File: src/rtl/common_credit_pkg.sv
// Shared definitions for the credit-consumer counter: state encoding and widths.
package common_credit_pkg;

  localparam int CREDIT_W   = 3;
  localparam int CREDIT_MAX = 4;

  localparam logic [1:0] ST_INIT    = 2'd0;
  localparam logic [1:0] ST_ACTIVE  = 2'd1;
  localparam logic [1:0] ST_STARVED = 2'd2;
  localparam logic [1:0] ST_ERROR   = 2'd3;

  typedef enum logic [1:0] {
    INIT    = ST_INIT,
    ACTIVE  = ST_ACTIVE,
    STARVED = ST_STARVED,
    ERROR   = ST_ERROR
  } credit_state_e;

endpackage

File: src/rtl/common_rtlrom_decr2.sv
// 2-bit decrement ROM: q = d - 1 with borrow out when d wraps from 0 to 3.
module common_rtlrom_decr2 (
  input  logic [1:0] d,
  output logic [1:0] q,
  output logic       b
);

  // Case-table lookup of {borrow, d - 1}.
  always_comb begin
    // NOTE: every output gets a default before the case so no path can leave it unassigned and infer a latch.
    q = 2'd0;
    b = 1'b0;
    case (d)
      2'd0: begin b = 1'b1; q = 2'd3; end
      2'd1: q = 2'd0;
      2'd2: q = 2'd1;
      2'd3: q = 2'd2;
      default: ;
    endcase
  end

endmodule

File: src/rtl/common_credit_decr2.sv
// Transmit-side credit counter for a 4-credit link. Issues consume a credit,
// receiver returns restore one; returns beyond the initial credit count are a
// sticky protocol error that only reset clears.
module common_credit_decr2
  import common_credit_pkg::*;
#(
  parameter int CREDIT_INIT = 4
) (
  input  logic                clk,
  input  logic                reset,
  input  logic                i_req_valid,
  output logic                o_req_ready,
  output logic                o_issue,
  input  logic                i_credit_return,
  output logic [CREDIT_W-1:0] o_credit_count,
  output logic                o_starved,
  output logic                o_full,
  output logic                o_err_overflow
);

  localparam logic [CREDIT_W-1:0] INIT_COUNT = CREDIT_W'(CREDIT_INIT);

  credit_state_e       state_q, state_d;
  logic [CREDIT_W-1:0] count_q, count_d;
  logic                starved_q, full_q, err_q, err_d;

  logic [1:0]          dec_low;
  logic                dec_borrow;
  logic [CREDIT_W-1:0] dec_count;

  // Low two bits go through the ROM; a borrow out clears bit 2 (4 -> 3 is {1,00} -> {0,11}).
  common_rtlrom_decr2 u_decr (
    .d (count_q[1:0]),
    .q (dec_low),
    .b (dec_borrow)
  );

  assign dec_count = {count_q[2] & ~dec_borrow, dec_low};

  // Ready depends only on registered state, never on i_req_valid.
  assign o_req_ready    = (state_q == ACTIVE);
  assign o_issue        = i_req_valid & o_req_ready;
  assign o_credit_count = count_q;
  assign o_starved      = starved_q;
  assign o_full         = full_q;
  assign o_err_overflow = err_q;

  // Next-state and next-count logic.
  always_comb begin
    state_d = state_q;
    count_d = count_q;
    err_d   = err_q;
    case (state_q)
      INIT: begin
        // Returns seen during the load cycle are ignored.
        count_d = INIT_COUNT;
        state_d = ACTIVE;
      end
      ACTIVE: begin
        if (o_issue && !i_credit_return) begin
          count_d = dec_count;
          if (dec_count == '0) state_d = STARVED;
        end else if (!o_issue && i_credit_return) begin
          if (count_q == INIT_COUNT) begin
            state_d = ERROR;
            err_d   = 1'b1;
          end else begin
            count_d = count_q + CREDIT_W'(1);
          end
        end
      end
      STARVED: begin
        // Ready is low here, so a return never coincides with a consume.
        if (i_credit_return) begin
          count_d = count_q + CREDIT_W'(1);
          state_d = ACTIVE;
        end
      end
      ERROR: ;
      default: ;
    endcase
  end

  // State register; flags are computed from the next count so they track o_credit_count.
  always_ff @(posedge clk) begin
    // NOTE: sequential state uses non-blocking assignments so every register samples pre-edge values.
    if (reset) begin
      state_q   <= INIT;
      count_q   <= '0;
      starved_q <= 1'b1;
      full_q    <= 1'b0;
      err_q     <= 1'b0;
    end else begin
      state_q   <= state_d;
      count_q   <= count_d;
      starved_q <= (count_d == '0);
      full_q    <= (count_d == INIT_COUNT);
      err_q     <= err_d;
    end
  end

  // A decrement at zero can only come from a logic bug, not from traffic.
  a_no_decr_at_zero : assert property (@(posedge clk) disable iff (reset)
    !(o_issue && !i_credit_return && count_q == '0));

  // Count must stay within the link's credit capacity.
  a_count_in_range : assert property (@(posedge clk) disable iff (reset)
    count_q <= CREDIT_W'(CREDIT_MAX));

  // CREDIT_INIT outside 1..4 is a configuration error.
  a_cfg_range : assert property (@(posedge clk)
    (CREDIT_INIT >= 1) && (CREDIT_INIT <= CREDIT_MAX));

endmodule

File: config.mk
export PLATFORM = sky130hd
export DESIGN_NAME = common_credit_decr2
export DESIGN_NICKNAME = d
export VERILOG_FILES = /design/src/rtl/common_credit_pkg.sv /design/src/rtl/common_rtlrom_decr2.sv /design/src/rtl/common_credit_decr2.sv
export SDC_FILE = /design/constraint.sdc
export NUM_CORES = 1
export LEC_CHECK = 0
export ABC_CLOCK_PERIOD_IN_PS = 5200
export BUFFER_PORTS_ARGS = -buffer_cell sky130_fd_sc_hd__buf_4
export CORE_UTILIZATION = 40
export CTS_CLUSTER_SIZE = 40
export DETAILED_ROUTE_END_ITERATION = 7
export PLACE_DENSITY = 0.71
export SLEW_MARGIN = 10
export SYNTH_ARGS = -nofsm -noshare
export SYNTH_HDL_FRONTEND = slang
export SYNTH_SLANG_ARGS = --single-unit
File: constraint.sdc
create_clock -name clk -period 5.2 [get_ports clk]
set_input_delay 0.26 -clock clk [delete_from_list [all_inputs] [get_ports clk]]
set_output_delay 0.26 -clock clk [all_outputs]
set_load 0.01 [all_outputs]
### Word-level counts from Yosys, hierarchy flattened

Cells that the tools add are included.

* $add $sub $neg: 1
* $mul: 0
* div/mod/pow operators: 0
* $lt $le $gt $ge: 0
* equality and inequality tests: 11
* shifts and indexed selects: 0
* muxes and demuxes: 13
* bitwise gates (word level): 4
* reduce and logical (&&, ||, !) cells: 11

Operators by type and width (number)
* 3-bit two-way mux: 4
* 2-bit two-way mux: 5
* 3-bit one-hot mux with 3 select lines: 1
* 2-bit one-hot mux with 4 select lines: 1
* 2-bit equality test, second input constant: 3
* 3-bit equality test, second input constant: 2
* 3-bit zero test: 2
* 3-bit by 1-bit inequality test with 1-bit output, second input constant: 2
* 2-bit one-hot mux with 3 select lines: 1
* 5-bit AND reduction: 1
* 2-bit by 1-bit equality test with 1-bit output, second input constant: 2
* 2-bit zero test: 2
* 4-bit AND reduction: 1
* 3-bit by 1-bit adder with 3-bit output, second input constant: 1
* 3-bit by 2-bit inequality test with 1-bit output, second input constant: 1
* 3-bit nonzero test: 1
* 1-bit AND: 2
* 1-bit logical AND: 2
* 1-bit zero test: 2
* 2-bit inequality test, second input constant: 1
* 1-bit NOT: 2
* 1-bit two-way mux: 1

* register bits after elaboration: 8
* latch bits: 0
* memory bits (writable): 0
* memory bits (read-only): 0
* input port bits: 4
* logic and storage cells: 45
* memories kept: 0

### Depth between registers and ports, before layout

* depth in word-level cells: 8
* depth in mapped cells: 7

### By module

A second synthesis with hierarchy kept.

* cells, all modules: 69
* area, all modules: 571.8 um^2

Modules (own cells, without submodules)
* common_credit_decr2: instances 1, cells each 63, area an instance 529.3 um^2, sequential area each 160.2 um^2
* common_rtlrom_decr2: instances 1, cells each 6, area an instance 42.5 um^2, sequential area each 0.0 um^2

### Least setup slack after synthesis

No wires, ideal clock.

* path type: register to register
* start: register count_q[0], in the netlist o_credit_count[0]
* end: register full_q, in the netlist o_full
* arrival time: 1.964 ns
* required time: 5.142 ns
* setup slack: 3.178 ns
* cell stages (with the launch flop): 8
* clock period less this slack: 2.022 ns
* cell sequence: dfxtp_1 > inv_1 > ha_1 > a221o_1 > mux2_4 > a221oi_2 > and2_1 > and2b_1

* longest elaborated chain between the ends: 7
* elaborated cells on any way between the ends: 16
* those cells by class: add/sub: 1; eq/ne: 5; mux: 7; bitwise: 2; reduce/logical: 1

Ends and longest elaborated chain
* start: declaration: line common_credit_decr2.sv:24 `logic [CREDIT_W-1:0] count_q, count_d;`
* start signal: assignment: line common_credit_decr2.sv:95 `count_q <= count_d;`
* parallel branches: the longest is 5 deep, another holds 3-bit by 1-bit adder with 3-bit output
* 3-bit one-hot mux with 3 select lines *: line common_credit_decr2.sv:53 `case (state_q)`
* 3-bit equality test *: line common_credit_decr2.sv:97 `full_q <= (count_d == INIT_COUNT);`
* end signal: assignment: line common_credit_decr2.sv:97
* end: declaration: line common_credit_decr2.sv:25 `logic starved_q, full_q, err_q, err_d;`

Mark *: on every way between the ends.
A chain may end at the register's enable or synchronous reset.

### Worst setup path after layout

Ends and elaborated chain as after synthesis.

==> results.sh <==
export IMPL_status="finished clean"
export IMPL_drcViolationCount=0
export IMPL_finalHoldViolations=0
export IMPL_yosysTopAreaCellShare_pct=30.6
export IMPL_synthArstFlopShare_pct=0
export IMPL_synthTopCellsByCount="dfxtp_1 (8), nor2_1 (8), ha_1 (5), inv_1 (5)"
export IMPL_place_congestion=0.827
export IMPL_path_clk_slew_ns=0.05
export IMPL_min_path_type="input port to flip-flop"
export IMPL_grt_pass1_wl_um=1990
export IMPL_ant_nets=0
export IMPL_num_fill_cells=120
export IMPL_p_seq_share_pct=45.0
export IMPL_synth_xor_area_share_pct=6.70
export IMPL_final_util_pct=55.8
export IMPL_report_final_slew_viol_count=0
export IMPL_worstPathArrival_ns=2.28
export IMPL_power_w=0.000161
export IMPL_max_slew_margin_pct=75.5
export IMPL_worstSkewPairLatency_ns=0.25
export IMPL_drtIter0Drc=13
export IMPL_fin_skew_ns=0.000654
export IMPL_syn_area_um2=523
export IMPL_grt_usage_pct=20.6
export IMPL_core_mm2=0.00116
export IMPL_cts_buffers=3
export IMPL_dp_hpwl_um=883
export IMPL_cp_max_fo=5
export IMPL_cts_htree_levels=1
export IMPL_drive_above_1_share_pct=23.7
export IMPL_p_leak_nw=0.287
export IMPL_yosysSeqAreaShare_pct=30.6
export IMPL_setup_viol=0
export IMPL_muxShareOfSynthArea_pct=2.87
export IMPL_synth_flop_cell="dfxtp_1"
export IMPL_ys_seq_elements=8
export IMPL_port_buffers=11
export IMPL_wire_per_inst_um=12.6
export IMPL_maxCapViolCount=0
export IMPL_cts_tree="done"
export IMPL_routed_wl_um=1130
export IMPL_internal_power_w=0.000115
export IMPL_cp_start_kind="flip-flop"
export IMPL_n_antenna_cell=0
export IMPL_tightestPinTransition_ns=0.368
export IMPL_clock_sinks=8
export IMPL_syn_nets=71
export IMPL_synth_edf_count=0
export IMPL_crit_type="flip-flop to flip-flop"
export IMPL_initial_core_util_pct=45.2
export IMPL_instances_no_fill=90
export IMPL_placed_cells=87
export IMPL_ios=12
export IMPL_postCtsResizedCells=0
export IMPL_crit_required_ns=5.39
export IMPL_areaGrowthSynthToFinish_pct=23.4
export IMPL_synthSimpleGateAreaFrac_pct=22.5
export IMPL_max_freq_mhz=480
export IMPL_power_switching_w=0.0000460
export IMPL_power_density_mw_per_mm2=250
export IMPL_die_w_um=38.2
export IMPL_fin_crit_sh_pct=40.0
export IMPL_grt_pass1_vias=455
export IMPL_synthDistinctLibCells=29
export IMPL_clock_root_buffer="clkbuf_4"
export IMPL_cts_buffer_depth=2
export IMPL_synth_largest_area_cell="dfxtp_1"
export IMPL_grt_ovfl_total=0
export IMPL_netlist_instances=62
export IMPL_cp_end_kind="flip-flop"
export IMPL_cts_hold_buffers=0
export IMPL_postCtsSetupRepairBufs=0
export IMPL_num_rows=12
export IMPL_clkPwrFrac_pct=27.6
export IMPL_synth_compound_area_share_pct=19.1
export IMPL_p_comb_share_pct=27.4
export IMPL_synth_top_family_by_area="simple AND/OR/NAND/NOR gates"
export IMPL_nets=87
export IMPL_synth_top_cells_by_area="dfxtp_1 (31%), ha_1 (12%), nor2_1 (5.7%), a21oi_1 (3.8%), inv_1 (3.6%)"
export IMPL_die_h_um=38.2
export IMPL_avgSynthCellArea_um2=8.44
export IMPL_viasPerCell=5.33
export IMPL_num_vias=480
export IMPL_dr_pass1_iters=4
export IMPL_max_vdd_ir_drop_mv=0.140
export IMPL_yosys_warnings=0
export IMPL_sw_frac_of_total_pct=28.5
export IMPL_rsz0062_at_grt="false"
export IMPL_grt_max_degree=9
export IMPL_antenna_found_initial=0
export IMPL_period_needed_ns=2.08
export IMPL_fin_tns_setup_ns=0
export IMPL_dieArea_mm2=0.00146
export IMPL_synth_fa_ha_area_share_pct=13.9
==> metal layers <==
metal | track usage, % | vias up | wire, µm
met3 | 3.49 | 2 | 63
met2 | 30.5 | 15 | 517
met4 | 13.4 | 0 | 16
met5 | 0 | - | 0
met1 | 27.2 | 220 | 537
li1 | - | 243 | -
==> kinds of logic after synthesis <==
family / count (synthesis)
compound gates: 14
xor+xnor: 4
fa+ha+maj: 6
buf+inv: 6
flops: 8
mux: 1
simple gates: 23
==> path summary, 6_finish.rpt <==
path	to	startpoint	depth (start not counted)	slack (ns)
setup / recovery	o_full$_SDFF_PP0_	o_credit_count[0]$_SDFF_PP0_	7	3.12
hold / removal	o_credit_count[0]$_SDFF_PP0_	reset	2	0.23
setup reg to reg	o_full$_SDFF_PP0_	o_credit_count[0]$_SDFF_PP0_	7	3.12
hold reg to reg	o_err_overflow$_SDFFE_PP0P_	o_err_overflow$_SDFFE_PP0P_	2	0.54
==> per-stage QoR <==
step / hold slack (ns) / setup WS [ns] / cell area, µm²
after global placement: 0.453 / 3.13 / 623
final: 0.226 / 3.12 / 646
after CTS: 0.218 / 3.10 / 646
after global routing: 0.226 / 2.95 / 646
after floorplan: 0.329 / 3.18 / 523
after detailed placement: 0.486 / 3.12 / 623
==> cell type report <==
| cell class | instances | area, µm² | share of cell area (%) |
|---|---|---|---|
| multi-input combinational | 48 | 340 | 52.7 |
| timing repair buffer | 11 | 82.6 | 12.8 |
| clock buffer | 3 | 22.5 | 3.49 |
| inverter | 6 | 22.5 | 3.49 |
| tap | 14 | 17.5 | 2.71 |
| sequential | 8 | 160 | 24.8 |
==> power by group through the flow <==
stage,Clock [W],Sequential [W],Combinational (W)
detailed placement,0,0.0000736,0.0000439
finish,0.0000445,0.0000726,0.0000442
global placement,0,0.0000734,0.0000435
CTS,0.0000473,0.0000724,0.0000442
floorplan,0,0.0000746,0.0000259
global route,0.0000494,0.0000732,0.0000493
==> cells in the final DEF (no fill, tap or decap), types with 2 or more instances in the layout <==
cell type,count
buf_4,11
nor2_1,8
dfxtp_1,8
inv_1,5
ha_1,5
nand2_1,4
a21oi_1,4
nand2b_1,3
clkbuf_4,3
xor2_1,2
nor2b_1,2
xnor2_1,2
==> state kept, by name, summed over array words and instances, names as in the netlist <==
signal          flops
o_credit_count      3
state_q             2
o_err_overflow      1
o_full              1
o_starved           1
==> critical path: stages, from the launching register on <==
cell and delay [ns]:
dfxtp_1 0.41, inv_1 0.13, ha_1 0.24, a221o_1 0.41
xnor2_1 0.14, a221oi_1 0.37, and2_1 0.20, and2b_1 0.11
Power figures use the tool's default switching activity.
